$ cat src/rtl/ram_mux_sequencer_pkg.sv
// Shared types and helpers for the RAM arbiter/sequencer.
// FSM state encoding and a one-hot index decode used by the muxes.
package ram_ctrl_pkg;

  typedef enum logic [2:0] {
    IDLE,
    LAUNCH,
    RUN,
    DRAIN,
    DONE
  } state_e;

  function automatic logic oh_bit(
    input int unsigned idx,
    input int unsigned k
  );
    return idx == k;
  endfunction

endpackage

$ cat src/rtl/ram_mux_sequencer_if.sv
// Control, per-device and RAM-side signals of the sequencer.
// master is the sequencer's view; slave is the surrounding system.
interface ram_mux_sequencer_if #(
  parameter int RAM_WIDTH   = 8,
  parameter int ADDR_WIDTH  = 8,
  parameter int NUM_DEVICES = 4,
  parameter int SEL_WIDTH   = $clog2(NUM_DEVICES)
);

  logic                              start;
  logic [SEL_WIDTH-1:0]              dev_sel;
  logic                              chain;
  logic                              abort;
  logic                              busy;
  logic                              done;
  logic                              err;
  logic [SEL_WIDTH-1:0]              active_dev;
  logic [NUM_DEVICES-1:0]            dev_start;
  logic [NUM_DEVICES-1:0]            dev_finished;
  logic [NUM_DEVICES-1:0]            dev_we;
  logic [NUM_DEVICES-1:0]            dev_re;
  logic [NUM_DEVICES*ADDR_WIDTH-1:0] dev_addr;
  logic [NUM_DEVICES*RAM_WIDTH-1:0]  dev_wdata;
  logic [RAM_WIDTH-1:0]              dev_rdata;
  logic [NUM_DEVICES-1:0]            dev_rvalid;
  logic                              ram_we;
  logic [ADDR_WIDTH-1:0]             ram_addr;
  logic [RAM_WIDTH-1:0]              ram_wdata;
  logic [RAM_WIDTH-1:0]              ram_rdata;

  modport master (
    input  start, dev_sel, chain, abort,
    input  dev_finished, dev_we, dev_re,
    input  dev_addr, dev_wdata, ram_rdata,
    output busy, done, err, active_dev,
    output dev_start, dev_rdata, dev_rvalid,
    output ram_we, ram_addr, ram_wdata
  );

  modport slave (
    output start, dev_sel, chain, abort,
    output dev_finished, dev_we, dev_re,
    output dev_addr, dev_wdata, ram_rdata,
    input  busy, done, err, active_dev,
    input  dev_start, dev_rdata, dev_rvalid,
    input  ram_we, ram_addr, ram_wdata
  );

endinterface

$ cat src/rtl/ram_mux_sequencer_rd_valid_pipe.sv
// Delay line of {valid, owner} matching the RAM read latency.
// Flush kills reads in flight when an operation is aborted.
module rd_valid_pipe #(
  parameter int DEPTH = 1,
  parameter int OW    = 2
) (
  input  logic          clk,
  input  logic          rst_n,
  input  logic          flush,
  input  logic          in_valid,
  input  logic [OW-1:0] in_owner,
  output logic          out_valid,
  output logic [OW-1:0] out_owner
);

  logic [DEPTH-1:0]         vld_q, vld_d;
  logic [DEPTH-1:0][OW-1:0] own_q, own_d;

  always_comb begin
    vld_d = vld_q;
    own_d = own_q;
    if (flush) begin
      vld_d = '0;
      own_d = '0;
    end else begin
      vld_d[0] = in_valid;
      own_d[0] = in_owner;
      for (int i = 1; i < DEPTH; i++) begin
        vld_d[i] = vld_q[i-1];
        own_d[i] = own_q[i-1];
      end
    end
  end

  always_ff @(posedge clk or negedge rst_n) begin
    if (!rst_n) begin
      vld_q <= '0;
      own_q <= '0;
    end else begin
      vld_q <= vld_d;
      own_q <= own_d;
    end
  end

  assign out_valid = vld_q[DEPTH-1];
  assign out_owner = own_q[DEPTH-1];

endmodule

$ cat src/rtl/ram_mux_sequencer.sv
// Grants one single-port RAM to a sequence of RC4 engines in turn,
// draining outstanding reads before each hand-off.
module ram_mux_sequencer
  import ram_ctrl_pkg::*;
#(
  parameter int RAM_WIDTH   = 8,
  parameter int ADDR_WIDTH  = 8,
  parameter int NUM_DEVICES = 4,
  parameter int RD_LATENCY  = 1,
  parameter int SEL_WIDTH   = $clog2(NUM_DEVICES)
) (
  input logic                 clk,
  input logic                 reset,
  ram_mux_sequencer_if.master bus
);

  localparam int CW = (RD_LATENCY > 1) ? $clog2(RD_LATENCY) : 1;
  localparam logic [CW-1:0] LAST = CW'(RD_LATENCY - 1);
  localparam logic [SEL_WIDTH-1:0] TOP = SEL_WIDTH'(NUM_DEVICES - 1);

  state_e               state_q, state_d;
  logic [SEL_WIDTH-1:0] cur_q, cur_d;
  logic                 chain_q, chain_d;
  logic [CW-1:0]        cnt_q, cnt_d;
  logic                 err_q, err_d;

  logic                  sel_ok, run, busy;
  logic                  flush, rd_in, rd_vld;
  logic [SEL_WIDTH-1:0]  rd_own;
  logic                  fin_cur, we_cur, re_cur;
  logic [ADDR_WIDTH-1:0] addr_cur;
  logic [RAM_WIDTH-1:0]  wdata_cur;

  always_comb begin
    fin_cur   = 1'b0;
    we_cur    = 1'b0;
    re_cur    = 1'b0;
    addr_cur  = '0;
    wdata_cur = '0;
    for (int k = 0; k < NUM_DEVICES; k++) begin
      if (oh_bit(32'(cur_q), 32'(k))) begin
        fin_cur   = bus.dev_finished[k];
        we_cur    = bus.dev_we[k];
        re_cur    = bus.dev_re[k];
        addr_cur  = bus.dev_addr[k*ADDR_WIDTH +: ADDR_WIDTH];
        wdata_cur = bus.dev_wdata[k*RAM_WIDTH +: RAM_WIDTH];
      end
    end
  end

  assign sel_ok = int'({1'b0, bus.dev_sel}) < NUM_DEVICES;

  always_comb begin
    state_d = state_q;
    cur_d   = cur_q;
    chain_d = chain_q;
    cnt_d   = cnt_q;
    err_d   = 1'b0;
    unique case (state_q)
      IDLE: begin
        if (bus.start) begin
          if (sel_ok) begin
            state_d = LAUNCH;
            cur_d   = bus.dev_sel;
            chain_d = bus.chain;
          end else begin
            err_d = 1'b1;
          end
        end
      end
      LAUNCH: state_d = RUN;
      RUN: begin
        if (fin_cur) begin
          state_d = DRAIN;
          cnt_d   = '0;
        end
      end
      DRAIN: begin
        if (cnt_q == LAST) begin
          if (chain_q && (cur_q < TOP)) begin
            cur_d   = cur_q + SEL_WIDTH'(1);
            state_d = LAUNCH;
          end else begin
            state_d = DONE;
          end
        end else begin
          cnt_d = cnt_q + CW'(1);
        end
      end
      DONE:    state_d = IDLE;
      default: state_d = IDLE;
    endcase
    // abort wins over every transition except a start from IDLE
    if (bus.abort && (state_q != IDLE)) begin
      state_d = IDLE;
    end
  end

  always_ff @(posedge clk or negedge reset) begin
    if (!reset) begin
      state_q <= IDLE;
      cur_q   <= '0;
      chain_q <= 1'b0;
      cnt_q   <= '0;
      err_q   <= 1'b0;
    end else begin
      state_q <= state_d;
      cur_q   <= cur_d;
      chain_q <= chain_d;
      cnt_q   <= cnt_d;
      err_q   <= err_d;
    end
  end

  assign run   = state_q == RUN;
  assign busy  = (state_q == LAUNCH) || run || (state_q == DRAIN);
  assign flush = bus.abort && (state_q != IDLE);
  assign rd_in = run && re_cur;

  rd_valid_pipe #(
    .DEPTH (RD_LATENCY),
    .OW    (SEL_WIDTH)
  ) u_rd_pipe (
    .clk       (clk),
    .rst_n     (reset),
    .flush     (flush),
    .in_valid  (rd_in),
    .in_owner  (cur_q),
    .out_valid (rd_vld),
    .out_owner (rd_own)
  );

  always_comb begin
    bus.busy       = busy;
    bus.done       = state_q == DONE;
    bus.err        = err_q;
    bus.active_dev = busy ? cur_q : '0;
    bus.ram_we     = run && we_cur;
    bus.ram_addr   = run ? addr_cur : '0;
    bus.ram_wdata  = run ? wdata_cur : '0;
    bus.dev_rdata  = bus.ram_rdata;
    bus.dev_start  = '0;
    bus.dev_rvalid = '0;
    for (int k = 0; k < NUM_DEVICES; k++) begin
      bus.dev_start[k] = (state_q == LAUNCH) &&
                         oh_bit(32'(cur_q), 32'(k));
      bus.dev_rvalid[k] = rd_vld &&
                          oh_bit(32'(rd_own), 32'(k));
    end
  end

endmodule

$ cat src/flat_wrapper.sv
// flat-port wrapper written by rule: the top's interface ports become plain ports
module ram_mux_sequencer_flat import ram_ctrl_pkg::*;
#(
  parameter int RAM_WIDTH   = 8,
  parameter int ADDR_WIDTH  = 8,
  parameter int NUM_DEVICES = 4,
  parameter int RD_LATENCY  = 1,
  parameter int SEL_WIDTH   = $clog2(NUM_DEVICES)
)
  (clk, reset, bus_start, bus_dev_sel, bus_chain, bus_abort, bus_dev_finished, bus_dev_we, bus_dev_re, bus_dev_addr, bus_dev_wdata, bus_ram_rdata, bus_busy, bus_done, bus_err, bus_active_dev, bus_dev_start, bus_dev_rdata, bus_dev_rvalid, bus_ram_we, bus_ram_addr, bus_ram_wdata);
  ram_mux_sequencer_if #(.RAM_WIDTH(RAM_WIDTH), .ADDR_WIDTH(ADDR_WIDTH), .NUM_DEVICES(NUM_DEVICES), .SEL_WIDTH(SEL_WIDTH)) bus_i ();
  input logic clk;
  input logic reset;
  input wire logic [$bits(bus_i.start)-1:0] bus_start;
  input wire logic [$bits(bus_i.dev_sel)-1:0] bus_dev_sel;
  input wire logic [$bits(bus_i.chain)-1:0] bus_chain;
  input wire logic [$bits(bus_i.abort)-1:0] bus_abort;
  input wire logic [$bits(bus_i.dev_finished)-1:0] bus_dev_finished;
  input wire logic [$bits(bus_i.dev_we)-1:0] bus_dev_we;
  input wire logic [$bits(bus_i.dev_re)-1:0] bus_dev_re;
  input wire logic [$bits(bus_i.dev_addr)-1:0] bus_dev_addr;
  input wire logic [$bits(bus_i.dev_wdata)-1:0] bus_dev_wdata;
  input wire logic [$bits(bus_i.ram_rdata)-1:0] bus_ram_rdata;
  output wire logic [$bits(bus_i.busy)-1:0] bus_busy;
  output wire logic [$bits(bus_i.done)-1:0] bus_done;
  output wire logic [$bits(bus_i.err)-1:0] bus_err;
  output wire logic [$bits(bus_i.active_dev)-1:0] bus_active_dev;
  output wire logic [$bits(bus_i.dev_start)-1:0] bus_dev_start;
  output wire logic [$bits(bus_i.dev_rdata)-1:0] bus_dev_rdata;
  output wire logic [$bits(bus_i.dev_rvalid)-1:0] bus_dev_rvalid;
  output wire logic [$bits(bus_i.ram_we)-1:0] bus_ram_we;
  output wire logic [$bits(bus_i.ram_addr)-1:0] bus_ram_addr;
  output wire logic [$bits(bus_i.ram_wdata)-1:0] bus_ram_wdata;
  assign bus_i.start = bus_start;
  assign bus_i.dev_sel = bus_dev_sel;
  assign bus_i.chain = bus_chain;
  assign bus_i.abort = bus_abort;
  assign bus_i.dev_finished = bus_dev_finished;
  assign bus_i.dev_we = bus_dev_we;
  assign bus_i.dev_re = bus_dev_re;
  assign bus_i.dev_addr = bus_dev_addr;
  assign bus_i.dev_wdata = bus_dev_wdata;
  assign bus_i.ram_rdata = bus_ram_rdata;
  assign bus_busy = bus_i.busy;
  assign bus_done = bus_i.done;
  assign bus_err = bus_i.err;
  assign bus_active_dev = bus_i.active_dev;
  assign bus_dev_start = bus_i.dev_start;
  assign bus_dev_rdata = bus_i.dev_rdata;
  assign bus_dev_rvalid = bus_i.dev_rvalid;
  assign bus_ram_we = bus_i.ram_we;
  assign bus_ram_addr = bus_i.ram_addr;
  assign bus_ram_wdata = bus_i.ram_wdata;
  ram_mux_sequencer #(.RAM_WIDTH(RAM_WIDTH), .ADDR_WIDTH(ADDR_WIDTH), .NUM_DEVICES(NUM_DEVICES), .RD_LATENCY(RD_LATENCY), .SEL_WIDTH(SEL_WIDTH)) u_core (.clk(clk), .reset(reset), .bus(bus_i));
endmodule
$ cat config.mk
export PLATFORM = sky130hd
export DESIGN_NAME = ram_mux_sequencer_flat
export DESIGN_NICKNAME = d
export VERILOG_FILES = /design/src/rtl/ram_mux_sequencer_pkg.sv /design/src/rtl/ram_mux_sequencer_if.sv /design/src/rtl/ram_mux_sequencer_rd_valid_pipe.sv /design/src/rtl/ram_mux_sequencer.sv /design/src/flat_wrapper.sv
export SDC_FILE = /design/constraint.sdc
export NUM_CORES = 1
export LEC_CHECK = 0
export CAP_MARGIN = 25
export CELL_PAD_IN_SITES_DETAIL_PLACEMENT = 0
export CELL_PAD_IN_SITES_GLOBAL_PLACEMENT = 2
export CORE_AREA = 2 2 100 102
export DETAILED_ROUTE_END_ITERATION = 12
export DIE_AREA = 0 0 102 104
export GPL_TIMING_DRIVEN = 0
export PLACE_DENSITY_LB_ADDON = 0.1
export REMOVE_ABC_BUFFERS = 1
export SETUP_SLACK_MARGIN = 0.5
export SYNTH_ARGS = -nofsm -noshare
export SYNTH_HDL_FRONTEND = slang
export SYNTH_SLANG_ARGS = --single-unit
$ cat constraint.sdc
create_clock -name clk -period 3.5 [get_ports clk]
set_input_delay 0.7 -clock clk [delete_from_list [all_inputs] [get_ports clk]]
set_output_delay 0.7 -clock clk [all_outputs]
set_load 0.01 [all_outputs]
Word level (Yosys, flattened, before mapping). Cells that the tools add are included. Widths: inputs -> output; s select.

Output and inout port bits: 38. Register bits after elaboration: 10. Bits of input ports: 91. Logic and storage cells: 88.

Order comparisons: 1. Reduce and logical (&&, ||, !) cells: 24. Equal/unequal tests: 17. Add/sub/neg operators: 2. Mux-type cells: 38.

Operators by type and width (count): $mux 8 (10); $mux 1 (15); $mux 3 (5); $logic_and 1x1->1 (12); $pmux 3 s4 (1); $mux 2 (5); $eq 2x2->1 const B (4); $eq 3x2->1 const B (2); $ne 2x2->1 const B (3); $ne 3x3->1 const B (2); $eq 2x1->1 const B (2); $logic_not 2->1 (2); $pmux 2 s2 (1); $reduce_and 2->1 (2); $reduce_and 4->1 (1); $reduce_bool 2->1 (2); $eq 3x1->1 const B (1); $eq 3x3->1 const B (1); $logic_not 3->1 (1); $ne 3x2->1 const B (1); $reduce_and 3->1 (1); $reduce_bool 3->1 (1); $add 2x1->2 const B (1); $logic_or 1x1->1 (2); other kinds (4) (4).

Longest topological paths before layout. Gate-level depths: netlist of run 1.

Depth in word-level cells: 8. Mapped depth: 7. Gate-level depth less buffers: 5.

By module. A second synthesis of run 1 with hierarchy kept.

Cells, all modules: 198. Area, all modules: 1415.1 µm².

By module, submodules not included: ram_mux_sequencer (cells each 192, area an instance 1321.3 µm², times used 1, seq. area each 150.1 µm²); rd_valid_pipe (cells each 6, area an instance 93.8 µm², times used 1, seq. area each 75.1 µm²).

Worst setup path after synthesis of run 1. OpenSTA, ideal clock, no wires.

Path type: register to output. Start: register u_core.cur_q[0]. End: output port bus_ram_addr[1]. Stages on the path, launching flop included: 7. Path slack: 1.229 ns. Path buffers: 2. Data required time: 2.800 ns. Arrival: 1.571 ns. Cell sequence: dfrtp_1 > inv_1 > ha_1 > buf_2 > buf_1 > a221o_1 > a21oi_1.

Word-level cells in the longest chain between the ends: 6. Elaborated cells between the ends (all ways): 9. Those cells by class: 3 x eq/ne; 5 x mux; 1 x reduce/logical.

RTL lines: start, declared (RTL line ram_mux_sequencer.sv:22) `logic [SEL_WIDTH-1:0] cur_q, cur_d;`; start signal, assigned (RTL line ram_mux_sequencer.sv:108) `cur_q <= cur_d;`; $logic_not 2->1 (RTL line ram_mux_sequencer_pkg.sv:17) `return idx == k;`; $mux 8 (3 in series) (RTL line ram_mux_sequencer.sv:41) `if (oh_bit(32'(cur_q), 32'(k))) begin`; $mux 8 * (RTL line ram_mux_sequencer.sv:41); $mux 8 * (RTL line ram_mux_sequencer.sv:139) `bus.ram_addr = run ? addr_cur : '0;`; end, declared (RTL line flat_wrapper.sv:32) `output wire logic [$bits(bus_i.ram_addr)-1:0] bus_ram_addr;`.

Every way passes the cells marked *; elsewhere a longest branch is shown, timed or not.

Worst setup path after layout of run 1.
Start: register u_core.cur_q[0]. End: output port bus_dev_start[2].

Word-level cells in the longest chain between the ends: 2.

RTL lines: $eq 2x2->1 (RTL line ram_mux_sequencer_pkg.sv:17); $logic_and 1x1->1 (RTL line ram_mux_sequencer.sv:145) `bus.dev_start[k] = (state_q == LAUNCH) &&`; end, declared (RTL line flat_wrapper.sv:28) `output wire logic [$bits(bus_i.dev_start)-1:0] bus_dev_start;`.

No other way between the ends.

==> impl_metrics.tcl, run 1 <==
set metrics [dict create \
    slowest_stage "clkdlybuf4s50_1" \
    grt.total_usage_pct 12.7 \
    num-nets-final 391 \
    intPower_uw 950 \
    vias 1834 \
    fin_setup_tns_ns 0 \
    reg2reg_from "u_core.cur_q[0]$_DFFE_PN0P_" \
    drt_iter0_markers 54 \
    final_hold_viol_count 0 \
    coreArea_sq_um 9550 \
    async_reset_ff_share_pct 100 \
    rsz0062_at_grt "no" \
    routed_via_density 4.29 \
    whs_endpoint "u_core.chain_q$_DFFE_PN0P_" \
    ys_seq_elements 9 \
    p_sw_uw 796 \
    critical_path_class "flop to output pin" \
    yosysSeqAreaShare_pct 16.0 \
    cap_violations 0 \
    synth_warnings 0 \
    outcome "complete, no violations" \
    port-buffer-count 111 \
    path_max_fanout 19 \
    clock_sinks 9 \
    netlist_instances 199 \
    synth.distinct_cells 37 \
    finalSetupViolCount 0 \
    crit_family "buffers and inverters" \
    max_stage_delay_ns 0.54 \
    hold_depth 1 \
    cts_buffers 3 \
    num-fill-cells 1074 \
    fmax_mhz 361 \
    min_path_type "flop to flop" \
    fin_ws_ns 0.729 \
    sw_frac_of_total_pct 45.6 \
    die_area_sq_um 10600 \
    finalCritPeriodShare_pct 79.2 \
    antenna_found_initial 0 \
    fp-row-count 36 \
    synth_top_flop_cell "dfrtp_1" \
    fin_util_pct 29.3 \
    drive_gt1_share_pct 9.15 \
    seq_power_share_pct 13.8 \
    crit_arrival_ns 2.07 \
    num_antenna_cells 0 \
    min_period_ns 2.77 \
    ant_nets 0 \
    pwr-share-comb_pct 79.2 \
    fin_skew_ns 0.00252 \
    critPathCaptureType "output pin" \
    grt_max_degree 32 \
    r2r_setup_slack_ns 1.63 \
    start_util_pct 14.8 \
    path_cells "inv_2, ha_4, buf_6, buf_16, and3_1, clkdlybuf4s50_1" \
    cellLeakagePower_uw 0.00126 \
    slew_headroom_pct 63.8 \
    holdCritStartpoint "u_core.chain_q$_DFFE_PN0P_" \
    drc 0 \
    slew_violations 0 \
    io-pin-count 129 \
    ff2ff_path_depth 7 \
    clk_latency_ns 0.23 \
    dp.cells 416 \
    dieWidth_um 102 \
    power_density_nw_per_um2 625 \
    mostFrequentLayoutCells "clkdlybuf4s50_1 (94), a21oi_1 (36), nand2_1 (21), inv_1 (20)" \
    worstSetupStartpointType "flop" \
    grt-ovfl-total 0 \
    first_global_vias 1919 \
    syn_area_per_cell_sq_um 7.08 \
    wl_um 6780 \
    routabilityCongestion 0.654 \
    clk_pin_slew_ns 0.05 \
    final_cell_count_no_fill 428 \
    synth.cell_area_sq_um 1410 \
    critical_path_required_ns 2.80 \
    regToRegEndpoint "u_core.state_q[0]$_DFFE_PN0P_" \
    die_y_um 104 \
    pre_cts_ws_ns 0.136 \
    final_common_cell "clkdlybuf4s50_1" \
    dp_hpwl_um 4450 \
    htreeDepth 1 \
    grt_pass1_wl_um 10400 \
    cp_num_buf_inv 4 \
    vdd_ir_drop_max_uv 251 \
    clk_path_buf_depth 2 \
    cts_tree "done" \
    cts_root_buffer "clkbuf_8" \
    area_growth_pct 98.3 \
    wl_per_cell_um 15.8 \
    firstDrtPassIters 4 \
    max_slew.worst_pin.slew_ns 0.543 \
    power_frac_clock_pct 7.1 \
    synth_edf_count 0 \
]
==> worst register-to-register path, cell delays in order (launching register included) <==
cell and delay, ns:
dfrtp_2 0.45, inv_2 0.14, ha_4 0.17, buf_6 0.19, buf_16 0.19, a21oi_1 0.06, a221o_1 0.34, a221oi_2 0.24
==> power groups by stage <==
stage / Combinational, uW / Sequential [uW] / Clock [uW]
floorplan: 682 / 204 / 0
global placement: 1180 / 231 / 0
detailed placement: 1220 / 230 / 0
CTS: 1420 / 236 / 125
global route: 1520 / 251 / 130
finish: 1380 / 240 / 123
==> metal layers <==
metal / wire [um] / track usage, % / part of all wire, %
met3: 557 / 4.10 / 8.2
met5: 0 / 0 / 0
met2: 3330 / 22.2 / 49
met1: 2860 / 15.6 / 42
met4: 23 / 1.14 / 0.34
==> worst max path at each step <==
stage	start	end	slack (ns)	cells past startpoint
2_1_floorplan	u_core.cur_q[0]$_DFFE_PN0P_	bus_ram_addr[0]	0.89	5
3_3_place_gp	u_core.cur_q[0]$_DFFE_PN0P_	bus_ram_wdata[2]	-0.22	6
3_5_place_dp	u_core.cur_q[0]$_DFFE_PN0P_	bus_ram_wdata[2]	0.14	6
4_1_cts	u_core.cur_q[1]$_DFFE_PN0P_	bus_ram_wdata[2]	0.49	7
5_1_grt	u_core.cur_q[0]$_DFFE_PN0P_	bus_ram_addr[0]	0.65	7
6_report	u_core.cur_q[0]$_DFFE_PN0P_	bus_dev_start[2]	0.73	6
==> layout make-up <==
cell class	count	area [sq um]	share of cell area, %
timing repair buffer	121	1310	46.8
multi-input combinational	139	965	34.5
sequential	9	228	8.15
tap	133	166	5.96
inverter	22	82.6	2.96
clock buffer	4	45.0	1.61
==> Yosys cell counts (3+ instances only) <==
library cell | n | area, sq um
inv_1 | 22 | 82.6
nor2_1 | 5 | 18.8
nor3_1 | 4 | 20.0
buf_6 | 3 | 33.8
buf_4 | 10 | 75.1
a221o_1 | 19 | 190
buf_2 | 8 | 40.0
clkbuf_1 | 7 | 26.3
a21oi_1 | 36 | 180
and3_1 | 5 | 31.3
dfrtp_1 | 9 | 225
nand2_1 | 21 | 78.8
ha_1 | 4 | 50.1
nand3b_1 | 19 | 143
==> cell families after synthesis <==
kind of cell | count (synthesis) | synth area share [%]
AOI/OAI and AO/OA | 65 | 32.2
and+or+nand+nor | 65 | 26.6
buffers and inverters | 51 | 18.6
DFF | 9 | 16.0
adders and majority gates | 4 | 3.55
muxes | 3 | 2.22
other | 1 | 0.266
xor gates and xnor gates | 1 | 0.622
==> registers in the layout (all words and copies together) (netlist names) <==
register and cells:
u_core.state_q 3, u_core.cur_q 2, u_core.u_rd_pipe.out_owner 2, u_core.chain_q 1, u_core.u_rd_pipe.out_valid 1
==> through the flow <==
stage,cell area [sq um],total power (uW),hold WS [ns]
2_1_floorplan,1230,886,0.404
3_3_place_gp,2510,1410,0.530
3_5_place_dp,2560,1450,0.530
4_1_cts,2760,1780,0.548
5_1_grt,2790,1900,0.579
6_report,2790,1750,0.545
==> what timing repair did <==
item / in CTS / in global routing
setup endpoints to repair: 20 / 12
resized for setup: 15 / 13
buffers inserted: 7 / 1
pin swaps: 2 / 0
hold buffers: 0 / 0
No activity file was read; power rests on OpenSTA's default activity.
==> inputs of run 2 (changes only) <==
--- a/config.mk
+++ b/config.mk
@@ -8,9 +8,9 @@
 export CAP_MARGIN = 25
 export CELL_PAD_IN_SITES_DETAIL_PLACEMENT = 0
 export CELL_PAD_IN_SITES_GLOBAL_PLACEMENT = 2
-export CORE_AREA = 2 2 100 102
+export CORE_AREA = 2 2 104 106
 export DETAILED_ROUTE_END_ITERATION = 12
-export DIE_AREA = 0 0 102 104
+export DIE_AREA = 0 0 106 108
 export GPL_TIMING_DRIVEN = 0
 export PLACE_DENSITY_LB_ADDON = 0.1
 export REMOVE_ABC_BUFFERS = 1
==> constraint.sdc (replaced) <==
create_clock -name clk -period 2.8 [get_ports clk]
set_input_delay 0.56 -clock clk [delete_from_list [all_inputs] [get_ports clk]]
set_output_delay 0.56 -clock clk [all_outputs]
set_load 0.01 [all_outputs]
==> run 2 against run 1 <==
Effect of this change: worst setup slack worse by 0.37 ns; die area increased by 7.9%; clock skew grew 0.0032 ns; power up 50%; final cell count rose by 4.4%; core utilization shrank 0.35 points; count of clock-buffer cells in the layout shrank 1; critical path depth rose by 1; flip-flop and latch count did not move; via count increased by 5.6%; final area rose by 5.9%; worst hold slack improved by 0.0055 ns; critical endpoint is now bus_ram_addr[4]; largest cell class unchanged.
==> impl_metrics.tcl, run 2 (same netlist as run 1, synthesis figures left out) <==
set metrics [dict create \
    cts_buffers 3 \
    post-route-cell-area_sq_um 2960 \
    worstSetupStartpointType "flop" \
    die_area_sq_um 11400 \
    power_density_nw_per_um2 888 \
    area_growth_pct 110 \
    wl_um 8150 \
    fin_setup_tns_ns 0 \
    min_period_ns 2.44 \
    vdd_ir_drop_max_uv 466 \
    cts_tree "done" \
    crit_arrival_ns 1.88 \
    outcome "complete, no violations" \
    drc 0 \
    clk_path_buf_depth 2 \
    regMostFlops "u_core.state_q" \
    vias 1936 \
    firstDrtPassIters 6 \
    num_antenna_cells 0 \
    placedInstanceArea_sq_um 2540 \
    regToRegEndpoint "u_core.state_q[0]$_DFFE_PN0P_" \
    coreArea_sq_um 10200 \
    critical_path_required_ns 2.24 \
    routed_via_density 4.33 \
    routabilityCongestion 0.652 \
    holdCritStartpoint "u_core.chain_q$_DFFE_PN0P_" \
    htreeDepth 1 \
    r2r_setup_slack_ns 1.06 \
    cts_root_buffer "clkbuf_8" \
    ff2ff_path_depth 7 \
    ant_nets 0 \
    grt.total_usage_pct 13.2 \
    critical_path_class "flop to output pin" \
    largest_reg_flops 3 \
    dieWidth_um 106 \
    grt_pass1_wl_um 11500 \
    die_y_um 108 \
    clk_pin_slew_ns 0.05 \
    whs_endpoint "u_core.chain_q$_DFFE_PN0P_" \
    mostFrequentLayoutCells "clkdlybuf4s50_1 (90), a21oi_1 (31), nand2_1 (21), inv_1 (20)" \
    clock_sinks 9 \
    io-pin-count 129 \
    port-buffer-count 111 \
    antenna_found_initial 0 \
    cap_violations 0 \
    wl_per_cell_um 18.2 \
    num-nets-final 407 \
    finalCritPeriodShare_pct 87.2 \
    fmax_mhz 410 \
    fin_skew_ns 0.00576 \
    grt_max_degree 21 \
    reg2reg_from "u_core.cur_q[1]$_DFFE_PN0P_" \
    drt_iter0_markers 47 \
    critPathCaptureType "output pin" \
    dp_hpwl_um 4490 \
    first_global_vias 1968 \
    final_common_cell "clkdlybuf4s50_1" \
    clk_latency_ns 0.24 \
    path_max_fanout 5 \
    cellLeakagePower_uw 0.00120 \
    hold_depth 1 \
    fp-row-count 37 \
    slew_violations 0 \
    rsz0062_at_grt "yes" \
    drive_gt1_share_pct 22.8 \
    finalSetupViolCount 0 \
    final_hold_viol_count 0 \
    min_path_type "flop to flop" \
    start_util_pct 13.8 \
    grt-ovfl-total 0 \
]
==> run 2: changes by cell type in the layout (fill, tap and decap cells not counted), sizes merged <==
cell           before  now
clkdlybuf4s50      94   90
clkinv              0    1
buf                10   41
dlymetal6s2s       12    1
dlygate4sd2         5    2
clkbuf              4    6
==> run 2: metal layers <==
| layer | wire length [um] | global-route usage (%) |
|---|---|---|
| met4 | 87 | 1.13 |
| met1 | 3360 | 15.9 |
| met5 | 0 | 0 |
| met2 | 3920 | 22.6 |
| met3 | 786 | 5.73 |
==> run 2: where the power goes <==
group / switching [uW] / internal (uW)
Sequential: 116 / 189
Clock: 57.8 / 97.6
Combinational: 1020 / 1150
==> run 2: how the worst max path moves through the flow <==
stage | startpoint | endpoint | slack [ns] | cells past startpoint
floorplan | u_core.cur_q[0]$_DFFE_PN0P_ | bus_ram_addr[0] | 0.33 | 5
global placement | u_core.cur_q[0]$_DFFE_PN0P_ | bus_ram_wdata[3] | -0.82 | 6
detailed placement | u_core.cur_q[0]$_DFFE_PN0P_ | bus_ram_addr[3] | -0.46 | 6
CTS | u_core.cur_q[1]$_DFFE_PN0P_ | bus_ram_wdata[0] | 0.32 | 8
global route | u_core.cur_q[1]$_DFFE_PN0P_ | bus_ram_wdata[3] | 0.30 | 8
finish | u_core.cur_q[1]$_DFFE_PN0P_ | bus_ram_addr[4] | 0.36 | 7
==> run 2: through the flow <==
stage	power, uW	std cells	worst slack, ns	utilization [%]	hold WS, ns
after detailed placement	1800	418	-0.457	24.9	0.540
after CTS	2460	440	0.324	27.5	0.556
after global placement	1770	417	-0.817	24.5	0.532
final	2630	447	0.359	28.9	0.551
after global routing	2820	447	0.298	28.9	0.604
after floorplan	1110	170	0.332	-	0.264
==> run 2: area by class of cell <==
type                            instances  area, sq um
Fill cell                            1117         7270
Timing Repair Buffer                  137         1420
Multi-Input combinational cell        139          998
Sequential cell                         9          231
Tap cell                              136          170
Inverter                               22         87.6
Clock buffer                            3         41.3
Clock inverter                          1         5.00
==> run 2: worst max-delay path, cell delays in order, from the launching register on <==
cell and delay, ns:
dfrtp_2 0.43, buf_6 0.13, ha_4 0.18, buf_12 0.15, clkbuf_16 0.15, a221o_1 0.31
a21oi_1 0.13, buf_2 0.15
==> run 2: timing repair <==
action / 4_1_cts / 5_1_grt
hold endpoints to repair: 0 / 0
gates cloned: 1 / 4
hold buffers: 0 / 0
gates resized for setup: 92 / 13
buffers inserted: 17 / 3
setup endpoints to repair: 26 / 21
pin swaps: 4 / 18
==> inputs of run 3 (changes only) <==
--- a/config.mk
+++ b/config.mk
@@ -5,6 +5,7 @@
 export SDC_FILE = /design/constraint.sdc
 export NUM_CORES = 1
 export LEC_CHECK = 0
+export ABC_CLOCK_PERIOD_IN_PS = 2800
 export CAP_MARGIN = 25
 export CELL_PAD_IN_SITES_DETAIL_PLACEMENT = 0
 export CELL_PAD_IN_SITES_GLOBAL_PLACEMENT = 2
==> results of run 3 <==
The final DEF is identical to that of run 2; final timing and power are the same.
